**src/rtl/mips_mem_pkg.sv**
```systemverilog
// Shared types and defaults for the data-memory arbiter between the MIPS core
// and the host/debug port.
package mips_mem_pkg;

  localparam int DEF_ADDR_WIDTH = 8;
  localparam int DEF_DATA_WIDTH = 32;
  localparam int DEF_BURST_MAX  = 4;
  localparam int LEN_W          = $clog2(DEF_BURST_MAX);

  typedef enum logic [0:0] {
    ST_IDLE  = 1'b0,
    ST_BURST = 1'b1
  } arb_state_e;

endpackage

```
**src/rtl/dmem_arbiter.sv**
```systemverilog
// Round-robin arbiter sharing the single-port data memory between the core's
// load/store path and a host port that issues single writes or read bursts.
module dmem_arbiter
  import mips_mem_pkg::*;
#(
  parameter int ADDR_WIDTH = DEF_ADDR_WIDTH,
  parameter int DATA_WIDTH = DEF_DATA_WIDTH,
  parameter int BURST_MAX  = DEF_BURST_MAX
) (
  input  logic                         clk,
  input  logic                         reset,
  input  logic                         cpu_mem_read,
  input  logic                         cpu_mem_write,
  input  logic [ADDR_WIDTH-1:0]        cpu_addr,
  input  logic [DATA_WIDTH-1:0]        cpu_wdata,
  output logic [DATA_WIDTH-1:0]        cpu_rdata,
  output logic                         cpu_stall,
  input  logic                         host_req_valid,
  output logic                         host_req_ready,
  input  logic                         host_req_write,
  input  logic [ADDR_WIDTH-1:0]        host_req_addr,
  input  logic [$clog2(BURST_MAX)-1:0] host_req_len,
  input  logic [DATA_WIDTH-1:0]        host_req_wdata,
  output logic                         host_rsp_valid,
  output logic [DATA_WIDTH-1:0]        host_rsp_data,
  output logic                         host_rsp_last,
  output logic [ADDR_WIDTH-1:0]        mem_addr,
  output logic [DATA_WIDTH-1:0]        mem_wdata,
  output logic                         mem_write,
  output logic                         mem_read,
  input  logic [DATA_WIDTH-1:0]        mem_rdata
);

  localparam int BLEN_W = $clog2(BURST_MAX);

  arb_state_e              state_q, state_d;
  logic [BLEN_W-1:0]       beat_q, beat_d;
  logic [BLEN_W-1:0]       len_q, len_d;
  logic [ADDR_WIDTH-1:0]   base_q, base_d;
  logic                    last_host_q, last_host_d;
  logic                    rsp_valid_q, rsp_valid_d;
  logic [DATA_WIDTH-1:0]   rsp_data_q, rsp_data_d;
  logic                    rsp_last_q, rsp_last_d;

  logic cpu_access;
  logic host_win;
  logic cpu_win;

  assign cpu_access = cpu_mem_read | cpu_mem_write;
  assign cpu_rdata  = mem_rdata;

  always_comb begin
    state_d        = state_q;
    beat_d         = beat_q;
    len_d          = len_q;
    base_d         = base_q;
    last_host_d    = last_host_q;
    rsp_valid_d    = 1'b0;
    rsp_data_d     = '0;
    rsp_last_d     = 1'b0;
    host_win       = 1'b0;
    cpu_win        = 1'b0;
    host_req_ready = 1'b0;
    cpu_stall      = 1'b0;
    mem_addr       = '0;
    mem_wdata      = '0;
    mem_write      = 1'b0;
    mem_read       = 1'b0;

    case (state_q)
      ST_IDLE: begin
        // The host is refused only when the core also wants the memory and
        // the host had the previous grant; ready never looks at valid.
        host_req_ready = !(cpu_access && last_host_q);
        host_win       = host_req_valid && host_req_ready;
        cpu_win        = cpu_access && !host_win;
        cpu_stall      = cpu_access && host_win;

        if (host_win) begin
          mem_addr    = host_req_addr;
          mem_write   = host_req_write;
          mem_read    = !host_req_write;
          mem_wdata   = host_req_write ? host_req_wdata : '0;
          rsp_valid_d = 1'b1;
          rsp_data_d  = host_req_write ? '0 : mem_rdata;
          rsp_last_d  = host_req_write || (host_req_len == '0);
          if (!host_req_write && (host_req_len != '0)) begin
            state_d = ST_BURST;
            beat_d  = BLEN_W'(1);
            len_d   = host_req_len;
            base_d  = host_req_addr;
          end else begin
            last_host_d = 1'b1;
          end
        end else if (cpu_win) begin
          // A simultaneous read+write from the core is treated as a write.
          mem_addr    = cpu_addr;
          mem_write   = cpu_mem_write;
          mem_read    = !cpu_mem_write;
          mem_wdata   = cpu_mem_write ? cpu_wdata : '0;
          last_host_d = 1'b0;
        end
      end

      ST_BURST: begin
        cpu_stall   = cpu_access;
        mem_addr    = base_q + ADDR_WIDTH'(beat_q);
        mem_read    = 1'b1;
        rsp_valid_d = 1'b1;
        rsp_data_d  = mem_rdata;
        rsp_last_d  = (beat_q == len_q);
        if (beat_q == len_q) begin
          state_d     = ST_IDLE;
          beat_d      = '0;
          last_host_d = 1'b1;
        end else begin
          beat_d = beat_q + BLEN_W'(1);
        end
      end

      default: state_d = ST_IDLE;
    endcase
  end

  always_ff @(posedge clk) begin
    if (reset) begin
      state_q <= ST_IDLE;
      beat_q  <= '0;
      len_q   <= '0;
      base_q  <= '0;
    end else begin
      state_q <= state_d;
      beat_q  <= beat_d;
      len_q   <= len_d;
      base_q  <= base_d;
    end
  end

  always_ff @(posedge clk) begin
    if (reset) begin
      last_host_q <= 1'b0;
    end else begin
      last_host_q <= last_host_d;
    end
  end

  // Reset drops any beat in flight, so an aborted burst never reports last.
  always_ff @(posedge clk) begin
    if (reset) begin
      rsp_valid_q <= 1'b0;
      rsp_data_q  <= '0;
      rsp_last_q  <= 1'b0;
    end else begin
      rsp_valid_q <= rsp_valid_d;
      rsp_data_q  <= rsp_data_d;
      rsp_last_q  <= rsp_last_d;
    end
  end

  assign host_rsp_valid = rsp_valid_q;
  assign host_rsp_data  = rsp_data_q;
  assign host_rsp_last  = rsp_last_q;

endmodule
```
**config.mk**
```make
export PLATFORM = sky130hd
export DESIGN_NAME = dmem_arbiter
export DESIGN_NICKNAME = d
export VERILOG_FILES = /design/src/rtl/mips_mem_pkg.sv /design/src/rtl/dmem_arbiter.sv
export SDC_FILE = /design/constraint.sdc
export NUM_CORES = 1
export LEC_CHECK = 0
export BUFFER_PORTS_ARGS = -buffer_cell sky130_fd_sc_hd__buf_2
export CAP_MARGIN = 10
export CORE_AREA = 2 2 88 90
export DETAILED_ROUTE_END_ITERATION = 7
export DIE_AREA = 0 0 90 92
export PLACE_DENSITY = 0.77
export SYNTH_ARGS = -nofsm -noshare
export SYNTH_HDL_FRONTEND = slang
export SYNTH_SLANG_ARGS = --single-unit
```
**constraint.sdc**
```tcl
create_clock -name clk -period 2.61 [get_ports clk]
set_input_delay 0.1305 -clock clk [delete_from_list [all_inputs] [get_ports clk]]
set_output_delay 0.1305 -clock clk [all_outputs]
set_load 0.02 [all_outputs]
```
==> results of run 1 <==
-- kinds of logic after synthesis --
| group | after synthesis | synth area share |
|---|---|---|
| simple gates | 133 | 0.252 |
| buf+inv | 66 | 0.154 |
| compound gates | 64 | 0.146 |
| flops | 48 | 0.366 |
| mux | 10 | 0.0381 |
| xor+xnor | 8 | 0.0267 |
| fa+ha+maj | 3 | 0.0171 |
-- final timing paths --
path	startpoint	to	slack, ns	depth (start not counted)
hold reg to reg	base_q[0]$_SDFFE_PP0P_	base_q[0]$_SDFFE_PP0P_	0.51	2
setup reg to reg	last_host_q$_SDFFE_PP0P_	host_rsp_data[18]$_SDFF_PP0_	0.69	5
hold / removal	mem_rdata[8]	host_rsp_data[8]$_SDFF_PP0_	0.06	2
setup / recovery	beat_q[0]$_SDFFE_PP0P_	mem_addr[6]	0.39	7
-- layout by cell type, fill, tap and decap left out, types with 3 or more instances in the layout --
master / netlist / layout
buf_4: 35 / 6
xnor2_1: 7 / 7
nand3_1: 34 / 34
nor2b_1: 3 / 3
clkbuf_8: 0 / 5
inv_1: 7 / 7
dfxtp_1: 48 / 48
a21oi_1: 43 / 43
nor2_1: 21 / 21
buf_2: 7 / 229
nor3_1: 3 / 3
o21ai_0: 3 / 3
a221oi_1: 7 / 7
and3_1: 32 / 32
mux2i_1: 10 / 10
nand2_1: 35 / 35
-- layout make-up --
type | count | share of cell area
inverters | 8 | 0.00816
well taps | 102 | 0.0347
multi-input cells | 218 | 0.346
clock buffers | 5 | 0.0187
flip-flops and latches | 48 | 0.261
repair buffers | 235 | 0.324
clock inverters | 3 | 0.00714
-- through the flow --
step	hold slack [ns]	std cells	total power (W)	worst slack, ns
after CTS	0.0452	619	0.00188	0.381
after floorplan	0.200	332	0.00121	0.785
after global placement	0.365	611	0.00141	0.738
final	0.0557	619	0.00186	0.393
after global routing	0.0410	619	0.00198	0.244
after detailed placement	0.373	611	0.00142	0.671
-- where the power goes --
group	leakage (nW)	internal (W)	switching [W]	total [W]
Clock	0.0491	0.000197	0.000258	0.000455
Sequential	0.392	0.000765	0.0000178	0.000783
Combinational	1.55	0.000236	0.000389	0.000625
-- metal layers --
layer  up-vias  routed length [um]  track usage
met5         -                   0            0
met1      1328                3440        0.235
met3        10                 510       0.0312
li1       1476                   -            -
met2       127                3960        0.318
met4         0                  93       0.0526
-- state kept, by name, indices dropped and copies added (netlist names) --
name and cells:
state_q 1, last_host_q 1, host_rsp_last 1, beat_q 2
base_q 8, host_rsp_valid 1, len_q 2, host_rsp_data 32
-- critical path, delay by kind of cell, from the launching register on --
kind | cells | cell delay, ns
buffers and inverters | 2 | 0.24
XOR/XNOR | 1 | 0.09
flip-flops | 1 | 0.43
AO/OA/AOI/OAI | 1 | 0.15
AND/OR/NAND/NOR | 1 | 0.26
adder cells (fa/ha/maj) | 2 | 0.62
==> results.cfg, run 1 <==
[run]
cap_viol_max_count = 0

[timing]
setup_violations = 0
tns_ns = 0
layout_min_cycle_time_ns = 2.22
final.period_utilization = 0.849
max_slew_margin = 0.330
worst_pin_slew_ns = 1.00
hold_violations = 0
slew_violations = 0
max_freq_ghz = 0.451
rsz0062_at_grt = false
finClkSkew_ns = 0.00935

[power]
vdd_drop_max_uv = 194
leakagePower_nw = 1.99
power.density_nw_per_um2 = 506

[route]
drc = 0
dr.pass1.iters = 5
drtIter0Drc = 86
routed_wl_um = 8010
vias = 2941
drtAntennaViolNets = 0
viasPerCell = 4.75
wl_per_cell_um = 12.9

[final_layout]
multi_input_area_sq_um = 1270
fin_util = 0.494
drive_above_1_share = 0.485
nets = 639
seqCellArea_sq_um = 961
fillers = 750
fin_area_sq_um = 3680
area_growth_syn_to_layout_pct = 40.0
n_antenna_cell = 0

[die]
row_count = 32
initial_core_util = 0.353
die_y_um = 92
die-area_sq_um = 8280
coreArea_sq_um = 7450
ios = 230
dieWidth_um = 90

[setup_path]
worstSetupEndpointType = output pin
cp-start-kind = flop
path_cells = ha_1, inv_1, fa_1, nor3_1, xnor2_1, a21oi_1, buf_2
cp_slowest_stage_delay_ns = 0.43
path_max_fanout = 6
arrival_ns = 2.09
crit_required_ns = 2.48
crit_slowest_cell = dfxtp_1
crit_type = reg2out

[placement]
post_dp_cell_area_sq_um = 3580
portBuffers = 229
dp_hpwl_um = 6220
gp_congestion = 0.882

[cts]
htree_levels = 2
cts_hold_buf = 0
cts_max_path_buffers = 2
post_cts_buffers = 0
cts_resized = 0
insertion_delay_ns = 0.30
cts_root_buffer = clkbuf_8
clk_transition_reported_paths_ns = 0.09
clkSinkCount = 48
cts_made_buffers = 5
cts_tree = done

[global_routing]
antenna_found_initial = 0
track_usage = 0.183
grt_pass1_wl_um = 12700
grt_max_degree = 45
grt_pass1_vias = 2750
gr-total-overflow = 0

[synthesis]
syn_nets = 455
async_flop_share = 0
yosysTopAreaCellShare = 0.366
synthCells = 332
ys_top_cells_by_area = dfxtp_1 37%, buf_4 10%, a21oi_1 8.2%
synth_most_common_cell = dfxtp_1
synth_area_per_cell_sq_um = 7.91
ys_seq_area_frac = 0.366
ys_warn_count = 0
ys_seq_elements = 48
synth_top_area_cell = dfxtp_1
synth_common_cells = 48 x dfxtp_1, 43 x a21oi_1, 35 x buf_4, 35 x nand2_1, 34 x nand3_1
synth_ff_type = dfxtp_1
synth-edff-count = 0
synth_area_sq_um = 2630
netlist-cell-type-count = 39

[run_status]
status = finished, final reports clean

[worst_hold_path]
min-delay-path-class = in2reg
Power figures use the tool's default switching activity.
==> run 2, diff against run 1 <==
Settings changed: CORE_AREA 2 2 88 90 to not set, CORE_ASPECT_RATIO set to 0.9, CORE_MARGIN set to 2, CORE_UTILIZATION set to 34, DIE_AREA 0 0 90 92 to not set, PLACE_DENSITY 0.77 to 0.76.
Clock period 2.61 ns to 1.8 ns, I/O delays scaled along.
==> run 2 against run 1 <==
Against the previous run:
- worst setup slack got worse by 0.44 ns
- first-iteration DRC count increased by 65%
- clock power increased by 72%
- the flow now finishes with violations (setup timing)
- routed wire length increased by 3.5%
- register-to-register slack got worse by 0.26 ns
- worst hold slack got worse by 0.038 ns
- combinational power increased by 56%
- global-route usage decreased by 1.5 points
==> results.cfg, run 2 (same netlist as run 1, synthesis figures left out) <==
[route]
drtIter0Drc = 142
routed_wl_um = 8290
drtAntennaViolNets = 0
vias = 2989
wl_per_cell_um = 13.4
drc = 0
dr.pass1.iters = 4
viasPerCell = 4.84

[worst_hold_path]
min-delay-path-class = in2reg
holdPathStages = 2

[cts]
cts_hold_buf = 0
cts_root_buffer = clkbuf_8
clkSinkCount = 48
htree_levels = 2
cts_made_buffers = 5
insertion_delay_ns = 0.30
clk_transition_reported_paths_ns = 0.09
cts_max_path_buffers = 2
cts_tree = done

[placement]
place_inst = 608
gp_congestion = 0.796
dp_hpwl_um = 6300
portBuffers = 229

[die]
initial_core_util = 0.350
die_y_um = 87.4
row_count = 30
coreArea_sq_um = 7510
ios = 230
dieWidth_um = 96.7
die-area_sq_um = 8450

[timing]
setup_violations = 1
rsz0062_at_grt = true
tns_ns = -0.0432
hold_violations = 0
layout_min_cycle_time_ns = 1.84
max_slew_margin = 0.487
max_freq_ghz = 0.543
final.period_utilization = 1.02
finClkSkew_ns = 0.00783
worst_pin_slew_ns = 0.769
setup_ws_ns = -0.0432
hold_ws_ns = 0.0176
slew_violations = 0

[run_status]
violations = setup timing
status = finished with violations

[final_layout]
final_cells = 618
final_cell_mix = 223 x buf_2, 44 x dfxtp_1, 42 x a21oi_1, 35 x nand2_1, 34 x nand3_1
multi_input_area_sq_um = 1360
nets = 644
seqCellArea_sq_um = 968
largest_reg_flops = 32
fillers = 722
mostFrequentLayoutCell = buf_2
drive_above_1_share = 0.519
n_antenna_cell = 0
area_growth_syn_to_layout_pct = 48.3

[setup_path]
path_cells = ha_4, inv_2, fa_2, nor3_4, xnor2_1, a21oi_1, buf_4
cp-start-kind = flop
reg2regPathDepth = 5
r2r_setup_slack_ns = 0.43
cp_slowest_stage_delay_ns = 0.38
arrival_ns = 1.75
crit_slowest_cell = fa_2
path_max_fanout = 3
worstSetupEndpointType = output pin
crit_type = reg2out
crit_required_ns = 1.71

[global_routing]
grt_pass1_wl_um = 11800
gr-total-overflow = 0
grt_pass1_vias = 2483
antenna_found_initial = 0
track_usage = 0.169
grt_max_degree = 43

[power]
power_w = 0.00290
power.density_nw_per_um2 = 743
vdd_drop_max_uv = 344
leakagePower_nw = 2.07

[run]
cap_viol_max_count = 0
-- run 2: power by group --
part / switching (W) / internal [W] / total, W / leakage, nW
clock: 0.000364 / 0.000418 / 0.000782 / 0.0548
combinational: 0.000586 / 0.000392 / 0.000978 / 1.62
sequential: 0.0000266 / 0.00111 / 0.00114 / 0.393
total: 0.000976 / 0.00192 / 0.00290 / 2.07
-- run 2: final cells by class --
cell class              instances  area share
clock buffers                   5      0.0177
flip-flops and latches         48       0.249
multi-input cells             218       0.350
inverters                       8     0.00771
clock inverters                 3      0.0119
well taps                      96      0.0308
repair buffers                240       0.333
-- run 2: final timing paths --
check	start	end
max	base_q[0]$_SDFFE_PP0P_	mem_addr[6]
min	mem_rdata[1]	host_rsp_data[1]$_SDFF_PP0_
max reg2reg	last_host_q$_SDFFE_PP0P_	len_q[0]$_SDFFE_PP0P_
min reg2reg	base_q[7]$_SDFFE_PP0P_	base_q[7]$_SDFFE_PP0P_
-- run 2: what timing repair did --
action | CTS | global route
setup endpoints to repair | 8 | 21
resized for setup | 14 | 17
pin swaps | 9 | 6
gates cloned | 0 | 1
setup buffers | 1 | 0
-- run 2: worst max-delay path, delay by kind of cell, from the launching register on --
kind                     cells  cell delay [ns]
AO/OA/AOI/OAI                1             0.09
XOR/XNOR                     1             0.14
adder cells (fa/ha/maj)      2             0.52
buffers and inverters        2             0.19
flip-flops                   1             0.37
AND/OR/NAND/NOR              1             0.14
-- run 2: routing by layer --
metal  share of wire  global-route usage
met5               0                   0
met4          0.0046              0.0333
met3           0.078              0.0337
met2            0.51               0.290
met1            0.41               0.222
-- run 2: through the flow --
stage	worst slack [ns]	util	instance area, sq um
after floorplan	0.0158	-	2630
after global placement	0.0997	0.483	3620
after detailed placement	0.0714	0.483	3620
after CTS	-0.0614	0.505	3790
after global routing	-0.138	0.519	3900
final	-0.0432	0.519	3900
==> run 3, diff against run 2 <==
Settings changed: CORE_AREA set to 2 2 89 91, CORE_ASPECT_RATIO 0.9 to not set, CORE_MARGIN 2 to not set, CORE_UTILIZATION 34 to not set, DIE_AREA set to 0 0 91 93, PLACE_DENSITY 0.76 to 0.75.
Clock period 1.8 ns to 2.1 ns, I/O delays scaled along.
==> run 3 against run 2 <==
Against the previous run:
- the flow now finishes without violations
- design area shrank 4.2%
- power shrank 15%
- largest power group unchanged
- non-clock buffer count shrank 3
- clock power shrank 11%
- global-route usage grew 0.89 points
==> results.cfg, run 3 (same netlist as run 1, synthesis figures left out) <==
[power]
power.density_nw_per_um2 = 657
leakagePower_nw = 2.01
vdd_drop_max_uv = 285

[setup_path]
crit_start = beat_q[0]$_SDFFE_PP0P_
critPathTopFamily = adder cells
crit_slowest_cell = dfxtp_4
cp_num_buf_inv = 2
crit_type = reg2out
path_max_fanout = 6
worstSetupEndpointType = output pin
path_depth = 7
r2r_setup_slack_ns = 0.54
cp-start-kind = flop
path_cells = ha_1, inv_1, fa_2, nor3_2, xnor2_1, a21oi_1, buf_2
crit_required_ns = 2.00
reg2regPathDepth = 5
cp_slowest_stage_delay_ns = 0.39
reg2reg_from = last_host_q$_SDFFE_PP0P_
arrival_ns = 1.83
r2r_end = base_q[3]$_SDFFE_PP0P_

[run_status]
status = finished, final reports clean

[final_layout]
fillers = 756
seqCellArea_sq_um = 965
drive_above_1_share = 0.493
largest_reg_flops = 32
mostFrequentLayoutCell = buf_2
multi_input_area_sq_um = 1280
n_antenna_cell = 0
fin_util = 0.496
final_cell_mix = 229 x buf_2, 47 x dfxtp_1, 43 x a21oi_1, 35 x nand2_1, 34 x nand3_1
area_growth_syn_to_layout_pct = 42.0
nets = 641

[timing]
layout_min_cycle_time_ns = 1.94
tns_ns = 0
setup_ws_ns = 0.165
worst_pin_slew_ns = 0.752
max_freq_ghz = 0.517
hold_violations = 0
max_slew_margin = 0.498
final.period_utilization = 0.921
setup_violations = 0
finClkSkew_ns = 0.00747
slew_violations = 0
rsz0062_at_grt = false

[placement]
gp_congestion = 0.764
dp_hpwl_um = 6340
dp_slack_ns = 0.236
portBuffers = 229

[global_routing]
grt_pass1_wl_um = 12400
grt_pass1_vias = 2688
grt_max_degree = 38
track_usage = 0.177
antenna_found_initial = 0
gr-total-overflow = 0

[cts]
post_cts_buffers = 0
cts_max_path_buffers = 2
clkSinkCount = 48
cts_root_buffer = clkbuf_8
cts_made_buffers = 5
cts_tree = done
clk_transition_reported_paths_ns = 0.10
cts_hold_buf = 0
insertion_delay_ns = 0.31
htree_levels = 2

[route]
viasPerCell = 4.77
drc = 0
drtAntennaViolNets = 0
routed_wl_um = 8040
vias = 2960
dr.pass1.iters = 4
drtIter0Drc = 101
wl_per_cell_um = 13.0

[die]
dieWidth_um = 91
initial_core_util = 0.349
row_count = 32
die-area_sq_um = 8460
die_y_um = 93
ios = 230
coreArea_sq_um = 7530

[run]
cap_viol_max_count = 0

[worst_hold_path]
holdPathStages = 2
min_to = host_rsp_data[21]$_SDFF_PP0_
min-delay-start = mem_rdata[21]
min-delay-path-class = in2reg
==> run 3: changes by cell type in the layout (fill, tap and decap cells not counted), sizes merged <==
| cell | change |
|---|---|
| buf | -2 |
| clkbuf | -1 |
| clkinvlp | -1 |
| inv | +1 |
==> run 3: layout make-up <==
| class | instances | area share |
|---|---|---|
| Tap cell | 102 | 0.0342 |
| Clock buffer | 5 | 0.0184 |
| Sequential cell | 48 | 0.258 |
| Timing Repair Buffer | 237 | 0.324 |
| Clock inverter | 3 | 0.0134 |
| Multi-Input combinational cell | 218 | 0.343 |
| Inverter | 8 | 0.00805 |
==> run 3: power by group <==
| group | total [W] | leakage (nW) | switching [W] | internal (W) |
|---|---|---|---|---|
| Combinational | 0.000783 | 1.56 | 0.000485 | 0.000298 |
| Clock | 0.000697 | 0.0607 | 0.000330 | 0.000367 |
| Sequential | 0.000974 | 0.392 | 0.0000222 | 0.000952 |
==> run 3: what timing repair did <==
item / 4_1_cts / 5_1_grt
gates resized for setup: 3 / 2
pin swaps: 0 / 1
setup endpoints to repair: 1 / 25
endpoints found under the hold margin: 0 / 0
==> run 3: worst max-delay path by stage <==
stage                              to  slack (ns)
after floorplan           mem_addr[6]        0.30
after global routing      mem_addr[6]        0.05
after CTS                 mem_addr[6]        0.01
after detailed placement  mem_addr[6]        0.24
final                     mem_addr[6]        0.16
after global placement    mem_addr[6]        0.31
==> run 3: through the flow <==
step / hold WS, ns / cell area, sq um / cells / power, W
4_1_cts: 0.0163 / 3730 / 621 / 0.00248
6_report: 0.0266 / 3730 / 621 / 0.00245
2_1_floorplan: 0.174 / 2630 / 332 / 0.00151
3_3_place_gp: 0.338 / 3600 / 613 / 0.00176
3_5_place_dp: 0.346 / 3600 / 613 / 0.00178
5_1_grt: 0.0219 / 3730 / 621 / 0.00258
==> run 3: worst register-to-register path, delay by kind of cell, from the launching register on <==
| family | cells | cell delay [ns] |
|---|---|---|
| AOI/OAI and AO/OA | 1 | 0.15 |
| DFF | 1 | 0.36 |
| muxes | 1 | 0.20 |
| buffers and inverters | 1 | 0.27 |
| and+or+nand+nor | 2 | 0.48 |
==> run 3: routing by layer <==
layer  global-route usage  vias to the layer above  wire length (um)
met1                0.220                     1338              3330
met5                    0                        -                 0
met4               0.0732                        0               152
li1                     -                     1479                 -
met2                0.303                      130              4040
met3               0.0338                       13               519
